File: config.mk
export PLATFORM = sky130hd
export DESIGN_NAME = wb_arbiter2
export DESIGN_NICKNAME = d
export VERILOG_FILES = /design/src/rtl/wb_arbiter2.sv
export SDC_FILE = /design/constraint.sdc
export NUM_CORES = 1
export LEC_CHECK = 0
export BUFFER_PORTS_ARGS = -buffer_cell sky130_fd_sc_hd__buf_4
export CAP_MARGIN = 20
export CORE_AREA = 2 2 121 123
export DETAILED_ROUTE_END_ITERATION = 7
export DIE_AREA = 0 0 123 125
export HOLD_SLACK_MARGIN = 0.02
export PLACE_DENSITY = 0.41
export SLEW_MARGIN = 25
export SYNTH_ARGS = -nofsm -noshare
export SYNTH_HDL_FRONTEND = slang
export SYNTH_SLANG_ARGS = --single-unit
File: constraint.sdc
create_clock -name wb_clk_i -period 1.8 [get_ports wb_clk_i]
set_input_delay 0.09 -clock wb_clk_i [delete_from_list [all_inputs] [get_ports wb_clk_i]]
set_output_delay 0.09 -clock wb_clk_i [all_outputs]
set_load 0.03 [all_outputs]
File: src/rtl/wb_arbiter2.sv
// Two-master Wishbone arbiter sharing a single slave.
// m0 is the instruction port and m1 is the data port. A grant is held for as
// long as the granted master keeps cyc high. At least one IDLE cycle always
// separates two grants. Ties are resolved round-robin (RR_EN=1) or in favour
// of m1 (RR_EN=0).
module wb_arbiter2 #(
    parameter int RR_EN = 1
) (
    input  logic        wb_clk_i,
    input  logic        wb_rst_i,
    // master 0 (instruction port)
    input  logic [31:0] m0_wb_adr_i,
    input  logic [31:0] m0_wb_dat_i,
    input  logic        m0_wb_we_i,
    input  logic [3:0]  m0_wb_sel_i,
    input  logic        m0_wb_cyc_i,
    input  logic        m0_wb_stb_i,
    output logic [31:0] m0_wb_dat_o,
    output logic        m0_wb_ack_o,
    // master 1 (data port)
    input  logic [31:0] m1_wb_adr_i,
    input  logic [31:0] m1_wb_dat_i,
    input  logic        m1_wb_we_i,
    input  logic [3:0]  m1_wb_sel_i,
    input  logic        m1_wb_cyc_i,
    input  logic        m1_wb_stb_i,
    output logic [31:0] m1_wb_dat_o,
    output logic        m1_wb_ack_o,
    // shared slave
    output logic [31:0] s_wb_adr_o,
    output logic [31:0] s_wb_dat_o,
    output logic        s_wb_we_o,
    output logic [3:0]  s_wb_sel_o,
    output logic        s_wb_cyc_o,
    output logic        s_wb_stb_o,
    input  logic [31:0] s_wb_dat_i,
    input  logic        s_wb_ack_i
);

    typedef enum logic [1:0] {
        IDLE = 2'd0,
        GNT0 = 2'd1,
        GNT1 = 2'd2
    } state_t;

    state_t state_reg;
    state_t state_next;
    // 0 = m0 was served most recently, 1 = m1 was
    logic   last_grant_reg;

    logic m0_req;
    logic m1_req;

    assign m0_req = m0_wb_cyc_i & m0_wb_stb_i;
    assign m1_req = m1_wb_cyc_i & m1_wb_stb_i;

    // State register and last-grant tracking; reset leaves m0 favoured on the first tie.
    always_ff @(posedge wb_clk_i) begin
        if (wb_rst_i) begin
            state_reg      <= IDLE;
            last_grant_reg <= 1'b1;
        end else begin
            state_reg <= state_next;
            if (state_reg == IDLE && state_next == GNT0) begin
                last_grant_reg <= 1'b0;
            end else if (state_reg == IDLE && state_next == GNT1) begin
                last_grant_reg <= 1'b1;
            end
        end
    end

    // Next-state logic: arbitrate only from IDLE, release when the owner drops cyc.
    always_comb begin
        state_next = state_reg;
        case (state_reg)
            IDLE: begin
                if (m0_req && m1_req) begin
                    if (RR_EN != 0) begin
                        state_next = last_grant_reg ? GNT0 : GNT1;
                    end else begin
                        state_next = GNT1;
                    end
                end else if (m0_req) begin
                    state_next = GNT0;
                end else if (m1_req) begin
                    state_next = GNT1;
                end
            end
            GNT0: begin
                if (!m0_wb_cyc_i) begin
                    state_next = IDLE;
                end
            end
            GNT1: begin
                if (!m1_wb_cyc_i) begin
                    state_next = IDLE;
                end
            end
            default: state_next = IDLE;
        endcase
    end

    // Output mux: the granted master drives the slave and alone sees its ack.
    always_comb begin
        s_wb_adr_o  = 32'd0;
        s_wb_dat_o  = 32'd0;
        s_wb_we_o   = 1'b0;
        s_wb_sel_o  = 4'd0;
        s_wb_cyc_o  = 1'b0;
        s_wb_stb_o  = 1'b0;
        m0_wb_ack_o = 1'b0;
        m1_wb_ack_o = 1'b0;
        case (state_reg)
            GNT0: begin
                s_wb_adr_o  = m0_wb_adr_i;
                s_wb_dat_o  = m0_wb_dat_i;
                s_wb_we_o   = m0_wb_we_i;
                s_wb_sel_o  = m0_wb_sel_i;
                s_wb_cyc_o  = m0_wb_cyc_i;
                s_wb_stb_o  = m0_wb_stb_i;
                m0_wb_ack_o = s_wb_ack_i;
            end
            GNT1: begin
                s_wb_adr_o  = m1_wb_adr_i;
                s_wb_dat_o  = m1_wb_dat_i;
                s_wb_we_o   = m1_wb_we_i;
                s_wb_sel_o  = m1_wb_sel_i;
                s_wb_cyc_o  = m1_wb_cyc_i;
                s_wb_stb_o  = m1_wb_stb_i;
                m1_wb_ack_o = s_wb_ack_i;
            end
            default: begin
            end
        endcase
    end

    // Read data is broadcast; only the ack tells a master the data is meant for it.
    assign m0_wb_dat_o = s_wb_dat_i;
    assign m1_wb_dat_o = s_wb_dat_i;

endmodule

==> results.toml <==
[finish]
ff_latch_area_um2 = 62.6
utilization_pct = 23.5
nNetsFinal = 584
largest_register_ffs = 2
drive_above_1_share_pct = 59.2
finalNonFillerCells = 586
areaGrowthSynthToFinish_pct = 85.5
diodes = 0
nFillCells = 1592
multi_input_area_um2 = 1180

[grt]
grt.overflow.total = 0
grt_max_degree = 72
grt_pass1_vias = 2361
grtUsageTotal_pct = 9.36
antenna_found_initial = 0
grt_pass1_wl_um = 11700

[routing]
vias = 2377
drcViolationCount = 0
firstDrtPassIters = 4
drt_iter0_markers = 83
wl_per_cell_um = 14.8
postRouteAntennaNets = 0
via_per_inst = 4.06
drt_wl_total_um = 8670

[synth]
synth_top_area_share_pct = 29.2
ys_ff_latch = 3
ys_types = 21
yosysWarningCount = 0
synth_area_leaders = "a22oi_1 29%, buf_4 27%, nor2b_1 24%, clkbuf_1 4.8%, dfxtp_1 3.3%"
synth_area_um2 = 1800
syn-mean-instance-area_um2 = 6.92
syn-num-nets = 441
synth_area_leader_cell = "a22oi_1"
async_flop_share_pct = 0
synth_edf_count = 0
synthFlopType = "dfxtp_1"
syn_inst = 260
ys_seq_area_share_pct = 3.34

[timing]
setup_viol = 0
rsz0062_at_grt = "true"
layout_setup_ws_ns = 0.0493
hold_viol_final = 0
tightest_slew_ns = 0.273
min_period_ns = 1.75
drv_slew = 0
setup_tns_ns = 0
period_share_pct = 97.3
skew_ns = 0.000973
max-slew-margin-rel_pct = 81.8
max_freq_ghz = 0.571

[clock_tree]
cts_root_buf = "clkbuf_16"
htree_num_levels = 1
cts_inserted_buffers = 3
clk_pin_slew_worst_paths_ns = 0.03
cts_tree = "built"
cts.sinks = 3
hold_buffers = 0
clk_latency_ns = 0.22
clk_path_buf_depth = 2

[placed_design]
gp_congestion = 0.750
port_buffers = 217
dp_hpwl_um = 6220
pre_cts_slack_ns = 0.0608
dp.cells = 580

[floorplan]
chipHeight_um = 125
pin_count = 314
core-area_um2 = 14200
die-area_um2 = 15400
dieWidth_um = 123
rows = 44
start_util_pct = 12.7

[critical_path]
required_ns = 1.71
worstPathMaxFanout = 15
timing.rr.start = "state_reg[0]"
crit_type = "reg -> out"
cp-end-kind = "primary output"
startpoint = "state_reg[1]"
critPathLaunchType = "flop"
crit_arrival_ns = 1.66

[power_and_ir_drop]
vdd_drop_max_mv = 0.257
pwr_density_cell_nw_per_um2 = 523
p_leak_nw = 1.47

[job]
maxCapViolations = 0

[min_path]
min_from = "wb_rst_i"
min_path_type = "in -> reg"

[status]
status = "completed"
kinds of logic after synthesis:
| group | Yosys count | share of synthesized area, % |
|---|---|---|
| AOI/OAI and AO/OA | 80 | 33.6 |
| buffers and inverters | 91 | 32.3 |
| adders and majority gates | 4 | 2.78 |
| DFF | 3 | 3.34 |
| and+or+nand+nor | 82 | 28.0 |
cells in the final DEF (no fill, tap or decap), drive strengths merged:
cell / count
buf: 223
a22oi: 70
nor2b: 70
clkbuf: 6
inv: 4
nand3: 4
ha: 4
and2: 3
nor2: 3
dfxtp: 3
a21boi: 2
o21ai: 2
a22o: 1
or3b: 1
a21oi: 1
a211oi: 1
a311oi: 1
a41oi: 1
a221o: 1
nand4: 1
cell type report:
| cell class | instances | area share, % |
|---|---|---|
| clock buffer | 4 | 2.36 |
| inverter | 4 | 0.450 |
| multi-input combinational | 166 | 35.3 |
| sequential | 3 | 1.87 |
| tap | 184 | 6.90 |
| timing repair buffer | 225 | 53.1 |
report_power, final:
part / internal, W / switching [W]
Combinational: 0.000650 / 0.000655
Clock: 0.000292 / 0.0000624
Sequential: 0.0000761 / 0.00000983
repair_timing:
item / in CTS / in global routing
gates cloned: 0 / 2
setup buffers: 0 / 0
resized for setup: 5 / 5
pin swaps: 0 / 2
endpoints found under the setup margin: 16 / 66
cell usage after synthesis (2+ instances only):
master	instances
buf_4	64
nor2b_1	70
ha_1	4
and2_1	3
a22oi_1	70
inv_1	4
dfxtp_1	3
o21ai_0	2
clkbuf_1	23
nand3_1	4
nor2_1	3
path summary, 6_finish.rpt:
path              cells past startpoint             end  slack (ns)
setup reg to reg                      5  last_grant_reg        0.10
hold / removal                        2  last_grant_reg        0.10
setup / recovery                      5  s_wb_adr_o[29]        0.05
hold reg to reg                       1  last_grant_reg        0.54
worst max-delay path: stages (launching register included):
cell,delay (ns)
dfxtp_2,0.36
inv_1,0.07
ha_2,0.41
buf_6,0.17
nor2b_1,0.22
buf_4,0.20
metal layers:
| metal | vias up | global-route usage, % | routed length [µm] |
|---|---|---|---|
| li1 | 1142 | - | - |
| met1 | 1100 | 10.9 | 3400 |
| met2 | 111 | 17.3 | 4460 |
| met4 | 0 | 2.61 | 164 |
| met5 | - | 0 | 0 |
| met3 | 24 | 1.69 | 639 |
per-stage QoR:
step	hold slack, ns	total power [W]	cell area [µm²]
after floorplan	0.195	0.00102	1800
after global placement	0.180	0.00129	3180
after detailed placement	0.180	0.00131	3180
after CTS	0.102	0.00168	3270
after global routing	0.130	0.00188	3340
final	0.105	0.00175	3340
(Power assumes the default switching activity.)
